## config.mk

```make
export PLATFORM = sky130hd
export DESIGN_NAME = cam_fb_writer_flat
export DESIGN_NICKNAME = d
export VERILOG_FILES = /design/src/rtl/cam_fb_writer_pkg.sv /design/src/rtl/cam_fb_writer_if.sv /design/src/rtl/cam_byte_packer.sv /design/src/rtl/cam_fb_writer.sv /design/src/flat_wrapper.sv
export SDC_FILE = /design/constraint.sdc
export NUM_CORES = 1
export LEC_CHECK = 0
export BUFFER_PORTS_ARGS = -buffer_cell sky130_fd_sc_hd__buf_2
export CAP_MARGIN = 15
export CORE_UTILIZATION = 40
export CTS_BUF_LIST = sky130_fd_sc_hd__clkbuf_4 sky130_fd_sc_hd__clkbuf_8
export DETAILED_ROUTE_END_ITERATION = 8
export PLACE_DENSITY = 0.66
export SYNTH_ARGS = -nofsm -noshare
export SYNTH_HDL_FRONTEND = slang
export SYNTH_SLANG_ARGS = --single-unit
```

## constraint.sdc

```tcl
create_clock -name cam_clk -period 1.99 [get_ports cam_clk]
set_input_delay 0.0995 -clock cam_clk [delete_from_list [all_inputs] [get_ports cam_clk]]
set_output_delay 0.0995 -clock cam_clk [all_outputs]
set_load 0.02 [all_outputs]
```

## src/rtl/cam_fb_writer_pkg.sv

```systemverilog
// Shared definitions for the camera-to-framebuffer writer and the framebuffer reader.
package cam_fb_writer_pkg;

  localparam int unsigned H_ACTIVE_DEF = 320;
  localparam int unsigned V_ACTIVE_DEF = 240;
  localparam int unsigned FB_ADDR_W    = 17;
  localparam int unsigned FB_DATA_W    = 16;
  localparam int unsigned CAM_DATA_W   = 8;

  typedef enum logic [1:0] {
    ST_IDLE       = 2'd0,
    ST_WAIT_FRAME = 2'd1,
    ST_CAPTURE    = 2'd2
  } state_e;

  typedef struct packed {
    logic [FB_ADDR_W-1:0] addr;
    logic [FB_DATA_W-1:0] data;
  } fb_wr_t;

endpackage

```

## src/rtl/cam_fb_writer_if.sv

```systemverilog
// Camera byte bus in, framebuffer write port out; master drives the camera side.
interface cam_fb_writer_if;
  import cam_fb_writer_pkg::*;

  logic                  cam_vsync;
  logic                  cam_href;
  logic [CAM_DATA_W-1:0] cam_data;
  logic                  fb_wr_en;
  logic [FB_ADDR_W-1:0]  fb_wr_addr;
  logic [FB_DATA_W-1:0]  fb_wr_data;

  modport master (
    output cam_vsync, cam_href, cam_data,
    input  fb_wr_en, fb_wr_addr, fb_wr_data
  );

  modport slave (
    input  cam_vsync, cam_href, cam_data,
    output fb_wr_en, fb_wr_addr, fb_wr_data
  );

endinterface

```

## src/rtl/cam_byte_packer.sv

```systemverilog
// Pairs camera bytes (high first) into RGB565 pixels; clear drops a dangling high byte.
module cam_byte_packer
  import cam_fb_writer_pkg::*;
(
  input  logic                  cam_clk,
  input  logic                  rst_n,
  input  logic                  clear_i,
  input  logic                  sample_i,
  input  logic [CAM_DATA_W-1:0] byte_i,
  output logic                  pix_vld_o,
  output logic [FB_DATA_W-1:0]  pix_o,
  output logic                  odd_drop_o
);

  logic                  phase_q;
  logic [CAM_DATA_W-1:0] high_q;
  logic                  pix_vld_q;
  logic [FB_DATA_W-1:0]  pix_q;
  logic                  odd_drop_q;

  always_ff @(posedge cam_clk or negedge rst_n) begin
    if (!rst_n) begin
      phase_q    <= 1'b0;
      high_q     <= '0;
      pix_vld_q  <= 1'b0;
      pix_q      <= '0;
      odd_drop_q <= 1'b0;
    end else begin
      pix_vld_q  <= 1'b0;
      odd_drop_q <= 1'b0;
      if (clear_i) begin
        odd_drop_q <= phase_q;
        phase_q    <= 1'b0;
      end else if (sample_i) begin
        if (!phase_q) begin
          high_q <= byte_i;
        end else begin
          pix_q     <= {high_q, byte_i};
          pix_vld_q <= 1'b1;
        end
        phase_q <= ~phase_q;
      end
    end
  end

  assign pix_vld_o  = pix_vld_q;
  assign pix_o      = pix_q;
  assign odd_drop_o = odd_drop_q;

endmodule

```

## src/rtl/cam_fb_writer.sv

```systemverilog
// Captures RGB565 camera frames into a framebuffer, one write per assembled pixel.
module cam_fb_writer
  import cam_fb_writer_pkg::*;
#(
  parameter int unsigned H_ACTIVE       = H_ACTIVE_DEF,
  parameter int unsigned V_ACTIVE       = V_ACTIVE_DEF,
  parameter bit          VS_ACTIVE_HIGH = 1'b1
) (
  input  logic           cam_clk,
  input  logic           rst_n,
  input  logic           capture_en,
  cam_fb_writer_if.slave bus,
  output logic           frame_done,
  output logic           frame_err,
  output logic           busy
);

  localparam int unsigned COL_W = $clog2(H_ACTIVE + 1);
  localparam int unsigned ROW_W = $clog2(V_ACTIVE + 1);

  logic                  vs_r, href_r, vs_prev_q, href_prev_q;
  logic [CAM_DATA_W-1:0] d_r;
  state_e                state_q;
  logic                  busy_q, done_q, err_q, wr_en_q;
  fb_wr_t                wr_q;
  logic [COL_W-1:0]      col_q;
  logic [ROW_W-1:0]      row_q, row_inc, row_final;
  logic [FB_ADDR_W-1:0]  base_q;
  logic                  vs_act, vs_rise, vs_fall, href_fall, in_cap;
  logic                  col_ok, row_ok, pix_vld, odd_drop;
  logic [FB_DATA_W-1:0]  pix;

  // Single input stage; every decision below uses only these copies.
  always_ff @(posedge cam_clk or negedge rst_n) begin
    if (!rst_n) begin
      vs_r        <= 1'b0;
      href_r      <= 1'b0;
      d_r         <= '0;
      vs_prev_q   <= 1'b0;
      href_prev_q <= 1'b0;
    end else begin
      vs_r        <= bus.cam_vsync;
      href_r      <= bus.cam_href;
      d_r         <= bus.cam_data;
      vs_prev_q   <= vs_act;
      href_prev_q <= href_r;
    end
  end

  assign vs_act    = (vs_r == VS_ACTIVE_HIGH);
  assign vs_rise   = vs_act & ~vs_prev_q;
  assign vs_fall   = ~vs_act & vs_prev_q;
  assign href_fall = href_prev_q & ~href_r;
  assign in_cap    = (state_q == ST_CAPTURE);
  assign col_ok    = (col_q < COL_W'(H_ACTIVE));
  assign row_ok    = (row_q < ROW_W'(V_ACTIVE));
  assign row_inc   = row_ok ? row_q + ROW_W'(1) : row_q;
  // A line ending on the same edge as vsync still counts toward the frame length.
  assign row_final = href_fall ? row_inc : row_q;

  cam_byte_packer u_packer (
    .cam_clk    (cam_clk),
    .rst_n      (rst_n),
    .clear_i    (~in_cap | href_fall),
    .sample_i   (in_cap & href_r),
    .byte_i     (d_r),
    .pix_vld_o  (pix_vld),
    .pix_o      (pix),
    .odd_drop_o (odd_drop)
  );

  always_ff @(posedge cam_clk or negedge rst_n) begin
    if (!rst_n) begin
      state_q <= ST_IDLE;
      busy_q  <= 1'b0;
      done_q  <= 1'b0;
      err_q   <= 1'b0;
      wr_en_q <= 1'b0;
      wr_q    <= '0;
      col_q   <= '0;
      row_q   <= '0;
      base_q  <= '0;
    end else begin
      wr_en_q <= 1'b0;
      done_q  <= 1'b0;
      unique case (state_q)
        ST_IDLE: begin
          col_q  <= '0;
          row_q  <= '0;
          base_q <= '0;
          if (capture_en) begin
            state_q <= ST_WAIT_FRAME;
            err_q   <= 1'b0;
          end
        end
        ST_WAIT_FRAME: begin
          col_q  <= '0;
          row_q  <= '0;
          base_q <= '0;
          if (vs_fall) begin
            state_q <= ST_CAPTURE;
            busy_q  <= 1'b1;
          end
        end
        ST_CAPTURE: begin
          if (pix_vld && !odd_drop && col_ok) begin
            col_q <= col_q + COL_W'(1);
            if (row_ok) begin
              wr_en_q   <= 1'b1;
              wr_q.addr <= base_q + FB_ADDR_W'(col_q);
              wr_q.data <= pix;
            end
          end
          // Running line base keeps the address free of a multiplier.
          if (href_fall) begin
            col_q <= '0;
            row_q <= row_inc;
            if (row_ok) base_q <= base_q + FB_ADDR_W'(H_ACTIVE);
          end
          if (vs_rise) begin
            done_q  <= 1'b1;
            busy_q  <= 1'b0;
            state_q <= capture_en ? ST_WAIT_FRAME : ST_IDLE;
            if (row_final != ROW_W'(V_ACTIVE)) err_q <= 1'b1;
          end
        end
        default: begin
          state_q <= ST_IDLE;
          busy_q  <= 1'b0;
        end
      endcase
    end
  end

  assign bus.fb_wr_en   = wr_en_q;
  assign bus.fb_wr_addr = wr_q.addr;
  assign bus.fb_wr_data = wr_q.data;
  assign frame_done     = done_q;
  assign frame_err      = err_q;
  assign busy           = busy_q;

endmodule

```

## src/flat_wrapper.sv

```systemverilog
// flat-port wrapper written by rule: the top's interface ports become plain ports
module cam_fb_writer_flat import cam_fb_writer_pkg::*;
#(
  parameter int unsigned H_ACTIVE       = H_ACTIVE_DEF,
  parameter int unsigned V_ACTIVE       = V_ACTIVE_DEF,
  parameter bit          VS_ACTIVE_HIGH = 1'b1
)
  (cam_clk, rst_n, capture_en, frame_done, frame_err, busy, bus_cam_vsync, bus_cam_href, bus_cam_data, bus_fb_wr_en, bus_fb_wr_addr, bus_fb_wr_data);
  cam_fb_writer_if bus_i ();
  input  logic cam_clk;
  input  logic rst_n;
  input  logic capture_en;
  output logic frame_done;
  output logic frame_err;
  output logic busy;
  input wire logic [$bits(bus_i.cam_vsync)-1:0] bus_cam_vsync;
  input wire logic [$bits(bus_i.cam_href)-1:0] bus_cam_href;
  input wire logic [$bits(bus_i.cam_data)-1:0] bus_cam_data;
  output wire logic [$bits(bus_i.fb_wr_en)-1:0] bus_fb_wr_en;
  output wire logic [$bits(bus_i.fb_wr_addr)-1:0] bus_fb_wr_addr;
  output wire logic [$bits(bus_i.fb_wr_data)-1:0] bus_fb_wr_data;
  assign bus_i.cam_vsync = bus_cam_vsync;
  assign bus_i.cam_href = bus_cam_href;
  assign bus_i.cam_data = bus_cam_data;
  assign bus_fb_wr_en = bus_i.fb_wr_en;
  assign bus_fb_wr_addr = bus_i.fb_wr_addr;
  assign bus_fb_wr_data = bus_i.fb_wr_data;
  cam_fb_writer #(.H_ACTIVE(H_ACTIVE), .V_ACTIVE(V_ACTIVE), .VS_ACTIVE_HIGH(VS_ACTIVE_HIGH)) u_core (.cam_clk(cam_clk), .rst_n(rst_n), .capture_en(capture_en), .bus(bus_i), .frame_done(frame_done), .frame_err(frame_err), .busy(busy));
endmodule
```

### Yosys cells after proc, flatten, opt, wreduce, memory -nomap -nowiden

Cells that the tools add are included.

* ROM bits: 0
* word-level logic and storage cells: 96
* memories: 0
* output and inout bits: 37
* RAM bits: 0
* bits in latches: 0
* bits of input ports: 13
* register bits after elaboration: 112

* reductions and logical operators: 16
* $add $sub $neg: 4
* multiplexer cells: 32
* bitwise logic cells: 12
* multiply operators: 0
* shifts and indexed selects: 0
* div/mod/pow operators: 0
* order comparisons: 2
* eq/ne operators: 10

Operators by type and width (count)
* two-way mux 17 bit: 2
* case mux 17 bit (2 select lines): 1
* two-way mux 9 bit: 2
* case mux 9 bit (2 select lines): 1
* AND reduction 3 bit: 6
* adder 17 x 9 -> 17 bit: 1
* adder 17 x 9 -> 17 bit, second input constant: 1
* two-way mux 1 bit: 17
* two-way mux 8 bit: 2
* case mux 8 bit (2 select lines): 1
* adder 9 x 1 -> 9 bit, second input constant: 1
* < comparator 9 bit, second input constant: 1
* adder 8 x 1 -> 8 bit, second input constant: 1
* < comparator 8 bit, second input constant: 1
* inequality test 8 bit, second input constant: 1
* inverter 1 bit: 7
* two-way mux 2 bit: 3
* inequality test 2 x 1 -> 1 bit, second input constant: 3
* inequality test 2 bit, second input constant: 3
* case mux 2 bit (3 select lines): 1
* nonzero test 2 bit: 3
* bitwise AND 1 bit: 4
* AND reduction 4 bit: 1
* inequality test 3 x 2 -> 1 bit, second input constant: 1
* other kinds (10): 11

### Longest topological paths before layout

Gate-level depths: netlist (run 1).

* depth in word-level cells: 7
* gate-level depth with buffers: 7
* depth with buffers taken out: 5

### Modules after synthesis

From an unflattened synthesis (run 1), not the netlist that was laid out.

* cell total of the unflattened synthesis: 443
* area, all modules: 4739.5 um^2

By module, submodules not included
* cam_fb_writer: area each 3687.3 um^2, times used 1, sequential area each 1976.9 um^2, cells an instance 385
* cam_byte_packer: area each 1052.3 um^2, times used 1, sequential area each 675.6 um^2, cells an instance 58

### Worst setup path after synthesis (run 1)

OpenSTA, ideal clock, no wires.

* path kind: reg2reg
* start point: register u_core.col_q[7]
* end point: register u_core.wr_q (netlist bit u_core.bus.fb_wr_addr[15])
* data arrival time: 1.678 ns
* path slack: 0.243 ns
* period minus slack after synthesis: 1.747 ns
* setup time: 0.069 ns
* cell stages (with the launch flop): 7
* required time: 1.921 ns
* buffers on the path: 1
* path through: dfrtp_1 -> ha_1 -> a211oi_2 -> or2_1 -> buf_2 -> or4_1 -> nand3_1

* cells in the longest elaborated chain, start to end: 3
* elaborated cells between the ends (all ways): 4
* classes of those cells: add/sub: 1; order compare: 1; reduce/logical: 2

RTL lines
* start, declared: line cam_fb_writer.sv:26 `logic [COL_W-1:0] col_q;`
* start signal, assigned: line cam_fb_writer.sv:107 `col_q <= col_q + COL_W'(1);`
* < comparator 9 bit: line cam_fb_writer.sv:55 `assign col_ok = (col_q < COL_W'(H_ACTIVE));`
* logical AND 1 bit: line cam_fb_writer.sv:106 `if (pix_vld && !odd_drop && col_ok) begin`
* AND reduction 3 bit (no source line)
* end, declared: line cam_fb_writer.sv:25 `fb_wr_t wr_q;`

Several ways; a longest one is shown, not always the timed one.
A chain may end at the register's enable or synchronous reset.

### Worst setup path in the final report (run 1)

* start point: register u_core.col_q[7]
* end point: register u_core.wr_q (netlist bit u_core.bus.fb_wr_addr[16])

The elaborated chain is that of the path after synthesis.

==> results of run 1 <==
## power by group through the flow
stage	Clock, mW	Combinational (mW)	Sequential (mW)
after floorplan	0	0.472	2.50
after global placement	0	0.641	2.54
after detailed placement	0	0.661	2.55
after CTS	1.41	0.680	2.50
after global routing	1.50	0.744	2.54
final	1.36	0.672	2.50
## how the worst max path moves through the flow
stage                               start                         to  depth (start not counted)
after floorplan           u_core.col_q[7]  u_core.bus.fb_wr_addr[15]                          6
after global placement    u_core.col_q[7]  u_core.bus.fb_wr_addr[16]                          5
after detailed placement  u_core.col_q[7]  u_core.bus.fb_wr_addr[16]                          5
after CTS                 u_core.col_q[7]  u_core.bus.fb_wr_addr[16]                          5
after global routing      u_core.col_q[7]  u_core.bus.fb_wr_addr[10]                          5
final                     u_core.col_q[7]  u_core.bus.fb_wr_addr[16]                          5
## metal layers
metal | vias to the layer above | GRT usage (%) | wire length, um
li1 | 1677 | - | -
met1 | 1683 | 22.7 | 4510
met2 | 71 | 25.3 | 4350
met3 | 12 | 4.17 | 396
met4 | 0 | 4.98 | 135
met5 | - | 0 | 0
## cell type report
cell class / count / area [um2] / share of cell area [%]
Inverter: 7 / 26.3 / 0.479
Timing Repair Buffer: 75 / 495 / 9.03
Clock inverter: 3 / 46.3 / 0.843
Tap cell: 143 / 179 / 3.26
Sequential cell: 106 / 2650 / 48.3
Clock buffer: 12 / 159 / 2.89
Multi-Input combinational cell: 310 / 1930 / 35.2
## Yosys cell counts (2+ instances only)
library cell	number	area share [%]
ha_1	6	1.6
dfrtp_1	106	56
or4_1	3	0.48
mux2_2	24	5.7
nor4_1	3	0.40
a21boi_0	4	0.64
a41oi_1	2	0.37
inv_1	6	0.48
o21ai_2	2	0.37
buf_1	3	0.24
nand2b_1	10	1.3
nor3_1	7	0.74
a211oi_1	4	0.64
mux2i_1	3	0.64
and4_1	5	0.93
o21ai_0	17	1.8
nand2_1	101	8.0
or3_1	6	0.80
clkbuf_1	8	0.64
nand4_2	2	0.53
a21o_1	2	0.32
a21oi_1	13	1.4
nand3b_1	3	0.48
o22ai_1	2	0.27
nand4_1	3	0.40
nand3_1	19	2.0
and3_1	6	0.80
xnor2_1	10	1.9
nor2_1	14	1.1
buf_2	8	0.85
nor2b_1	3	0.40
o31ai_1	3	0.48
a31oi_1	5	0.66
o211ai_1	2	0.32
xor2_1	6	1.1
## state kept, by name, summed over array words and instances (netlist names), 2 cells and up
signal,count
u_core.state_q,2
u_core.u_packer.pix_o,16
u_core.bus.fb_wr_addr,17
u_core.col_q,9
u_core.base_q,11
u_core.row_q,8
u_core.u_packer.high_q,8
u_core.bus.fb_wr_data,16
u_core.d_r,8
## repair_timing
item                                    in CTS  in global routing
hold buffers                                11                  0
endpoints found under the setup margin       0                  0
setup buffers                                0                  0
endpoints found under the hold margin       46                  0
## through the flow
step / setup WS, ns / hold WS [ns]
4_1_cts: 0.162 / 0.0222
3_5_place_dp: 0.184 / 0.116
3_3_place_gp: 0.229 / 0.112
2_1_floorplan: 0.243 / -0.196
5_1_grt: 0.0625 / 0.0296
6_report: 0.162 / 0.0385
## placed cells by master (no fill, tap or decap), drive strengths merged, types with 2 or more instances in the layout
| master | n |
|---|---|
| a211oi | 5 |
| a21boi | 4 |
| a21o | 2 |
| a21oi | 13 |
| a31oi | 5 |
| a41oi | 2 |
| and3 | 6 |
| and4 | 5 |
| buf | 64 |
| clkbuf | 12 |
| dfrtp | 106 |
| dlygate4sd3 | 11 |
| ha | 6 |
| inv | 7 |
| mux2 | 24 |
| mux2i | 3 |
| nand2 | 102 |
| nand2b | 10 |
| nand3 | 20 |
| nand3b | 3 |
| nand4 | 6 |
| nor2 | 15 |
| nor2b | 4 |
| nor3 | 7 |
| nor4 | 3 |
| o211ai | 2 |
| o21ai | 19 |
| o22ai | 2 |
| o31ai | 3 |
| or3 | 6 |
| or4 | 3 |
| xnor2 | 10 |
| xor2 | 6 |
## cell families (layout without fill, tap and decap cells)
| group | Yosys count | in the layout | synth area share [%] |
|---|---|---|---|
| adders and majority gates | 6 | 6 | 1.59 |
| AOI/OAI and AO/OA | 66 | 66 | 9.30 |
| xor gates and xnor gates | 16 | 16 | 2.98 |
| and+or+nand+nor | 195 | 195 | 20.7 |
| DFF | 106 | 106 | 56.3 |
| muxes | 27 | 27 | 6.38 |
| buffers and inverters | 28 | 97 | 2.68 |
## critical path, delay by kind of cell (launching register included)
family,cells,cell delay (ns)
AO/OA/AOI/OAI,1,0.12
adder cells (fa/ha/maj),1,0.36
AND/OR/NAND/NOR,3,0.84
flip-flops,1,0.45
==> run summary, run 1 <==
Status = complete, no violations
Comb power frac = 14.8%
Initial Util = 41.1%
Peak VDD IR = 490 uV
Port bufs = 49
Top Ports = 50
Largest net degree at the start of global routing = 39
Worst-Margin Slew = 0.511 ns
CTS clock-pin slew for the worst setup and hold paths = 0.10 ns
Slew HR = 66.0%
Critical path data arrival time = 2.14 ns
Async set-reset flop share out of synthesis = 100%
GRT Total Usage = 16.4%
Mapped Nets = 463
FP Rows = 39
Final Wtd Congestion = 0.800
Pwr Density = 827 mW/mm2
DRT antenna net count = 0
Placed Cells = 630
Worst Path Required = 2.30 ns
Average instance area after synthesis = 10.6 um2
Max Cap Viol = 0
YS warnings = 0
Iter 0 DRT Violations = 143
F_max = 547 MHz
Critical R2R Launch = u_core.col_q[7]
CP Class = reg -> reg
Dpl cell area = 0.00517 mm2
Hold endpoint = u_core.state_q[0]
Post-synth EDFFs = 0
Total CTS buffers = 9
Worst-skew pair later-pin latency = 0.37 ns
Average wire per standard cell = 14.3 um
Area Growth Syn to Fin = 16.6%
DRC = 0
Final core utilization = 47.9%
Mapped Cells = 444
RSZ-0062 raised after global routing = no
Worst reg2reg path depth = 5
Primary FF master, synth = dfrtp_1
Pint = 3.31 mW
Clk sinks = 106
Reg-to-reg endpoint = u_core.bus.fb_wr_addr[16]
Crit. End Element = flip-flop
Detail Placement HPWL = 6580 um
Period utilization = 91.9%
Clock Power Share = 30.0%
Synth unique cells = 58
Fin area = 0.00549 mm2
Post-Syn Area = 0.00471 mm2
Clock Tree Buf Depth = 2
Setup TNS = 0 ns
Vias per std cell = 5.25
CTS tree = yes
Leakage = 2.66 nW
Nets = 528
Number of global-route vias before repair = 3333
Final slew viol count = 0
Grt total ovfl = 0
Initial antenna violation count = 0
Hold crit path type = in -> reg
Net load switching power = 1.23 mW
Vias post-DR = 3443
Final WL = 9390 um
CTS root buffer = clkbuf_8
Die ar. = 0.0122 mm2
Core area = 0.0115 mm2
Post-synthesis sequential area ratio = 56.3%
Layout cells sized above 1 = 22.6%
Fin cells = 656
First-pass iteration count of the detailed router = 5
Wire length of the first global-routing pass = 16200 um
Sw Ratio = 27.0%
Post-CTS sizing = 0
Clock skew = 0.0150 ns
Die height = 111 um
Hold_sp = capture_en
Seq cells post-synth = 106
Min Clock Period, post-route = 1.83 ns
Tot Pwr = 4.54 mW
Part of the power in registers = 55.2%
Hold Violations, Final = 0
Crit start category = flip-flop
Worst path max stage delay = 0.45 ns
Worst hold path depth = 3
R2R Setup Slk = 0.16 ns
Slowest cell on crit path = dfrtp_1
Die Wd = 111 um
Diodes inserted = 0
Final-layout fill cell count = 1044
Finish-stage setup viols = 0
Crit-path cells = ha_1, a211oi_2, or2_1, or4_1, nand3_1
Crit Path Max Fanout = 6
H-tree depth = 3
Note: power is estimated with default switching activity, not from simulation.
==> run 2: changes to the inputs <==
Settings changed: CORE_ASPECT_RATIO set to 2, CORE_UTILIZATION 40 to 48, PLACE_DENSITY 0.66 to 0.75.
==> run summary, run 2 (synthesized netlist as in run 1, its figures left out) <==
Period utilization = 92.8%
Initial Util = 49.9%
FP Rows = 50
Worst reg2reg path depth = 5
Crit start category = flip-flop
Crit. End Element = flip-flop
Post-CTS sizing = 0
Worst-skew pair later-pin latency = 0.38 ns
Tot Pwr = 4.57 mW
Critical path data arrival time = 2.17 ns
Pwr Density = 834 mW/mm2
Setup ws final = 0.143 ns
First-pass iteration count of the detailed router = 5
DRT antenna net count = 0
Crit Path Max Fanout = 6
Total CTS buffers = 9
F_max = 541 MHz
Slowest cell on crit path = dfrtp_1
Hold crit path type = in -> async
Nets = 530
Initial antenna violation count = 0
Reg-to-reg endpoint = u_core.bus.fb_wr_addr[16]
Worst-Margin Slew = 0.646 ns
Largest net degree at the start of global routing = 77
Min Hold Slack = 0.0455 ns
Wire length of the first global-routing pass = 16300 um
DRC = 0
Status = complete, no violations
Average wire per standard cell = 15.1 um
CTS clock-pin slew for the worst setup and hold paths = 0.11 ns
Clock Tree Buf Depth = 2
GRT Total Usage = 20.7%
Diodes inserted = 0
Hold Violations, Final = 0
Commonest non-fill, non-tap cell in the layout = dfrtp_1
Core area = 0.00945 mm2
Min Clock Period, post-route = 1.85 ns
Setup TNS = 0 ns
RSZ-0062 raised after global routing = no
Iter 0 DRT Violations = 204
Crit-path cells = ha_1, a211oi_2, or2_1, or4_1, nand3_1
Clk sinks = 106
Clock skew = 0.0112 ns
Vias per std cell = 5.50
CP Class = reg -> reg
Detail Placement HPWL = 7150 um
Die ar. = 0.0102 mm2
Leakage = 2.66 nW
Worst Path Required = 2.31 ns
CTS root buffer = clkbuf_8
Final WL = 9780 um
Final Wtd Congestion = 0.882
Max Cap Viol = 0
R2R Setup Slk = 0.14 ns
CTS tree = yes
Slew HR = 56.5%
Peak VDD IR = 798 uV
Post-Place Setup Slack = 0.168 ns
Worst path max stage delay = 0.46 ns
Area Growth Syn to Fin = 16.3%
Bufs and invs on worst path = 0
Port bufs = 49
Commonest non-fill, non-tap cells in the layout = dfrtp_1, nand2_1, buf_2
Die Wd = 72.0 um
Critical path's top delay family = simple AND/OR/NAND/NOR gates
Critical R2R Launch = u_core.col_q[7]
Grt total ovfl = 0
Finish-stage setup viols = 0
WP depth = 5
Vias post-DR = 3556
Max reg flops = 17
Number of global-route vias before repair = 3635
Final slew viol count = 0
H-tree depth = 3
Layout cells sized above 1 = 23.1%
Top Ports = 50
Die height = 142 um
## run 2: cell count changes in the layout (fill, tap and decap cells not counted), sizes merged
cell | before | now
buf | 64 | 66
clkbuf | 12 | 9
clkinv | 1 | 3
inv | 7 | 9
## run 2: routing by layer
metal | wire [um] | GRT usage [%] | vias to the layer above
met3 | 348 | 3.19 | 26
met2 | 5500 | 38.8 | 107
met1 | 3580 | 21.2 | 1756
met5 | 0 | 0 | -
li1 | - | - | 1667
met4 | 343 | 11.4 | 0
## run 2: area by class of cell
class,count,area (um2)
clock buffers,9,124
clock inverters,7,83.8
fillers,807,3970
inverters,7,26.3
multi-input cells,310,1930
flip-flops and latches,106,2650
well taps,130,163
repair buffers,77,498
## run 2: report_power, final
| part | total, mW | internal, mW | switching [mW] |
|---|---|---|---|
| registers | 2.49 | 2.35 | 0.135 |
| logic | 0.710 | 0.309 | 0.401 |
| clock network | 1.37 | 0.604 | 0.771 |
| total | 4.57 | 3.26 | 1.31 |
## run 2: timing repair
item	4_1_cts	5_1_grt
endpoints found under the hold margin	116	0
endpoints found under the setup margin	0	0
hold buffers	11	0
setup buffers	0	0
## run 2: metrics by stage
step / std cells / util, % / cell area, um2
2_1_floorplan: 444 / - / 4710
3_3_place_gp: 619 / 54.6 / 5160
3_5_place_dp: 619 / 54.6 / 5160
4_1_cts: 646 / 58.0 / 5480
5_1_grt: 646 / 58.0 / 5480
6_report: 646 / 58.0 / 5480
## run 2: how the worst max path moves through the flow
| stage | start | end | slack (ns) |
|---|---|---|---|
| final | u_core.col_q[7] | u_core.bus.fb_wr_addr[16] | 0.14 |
| after global routing | u_core.col_q[7] | u_core.bus.fb_wr_addr[16] | 0.06 |
| after CTS | u_core.col_q[7] | u_core.bus.fb_wr_addr[16] | 0.15 |
| after detailed placement | u_core.col_q[7] | u_core.bus.fb_wr_addr[16] | 0.17 |
| after global placement | u_core.col_q[7] | u_core.bus.fb_wr_addr[16] | 0.23 |
| after floorplan | u_core.col_q[7] | u_core.bus.fb_wr_addr[15] | 0.24 |
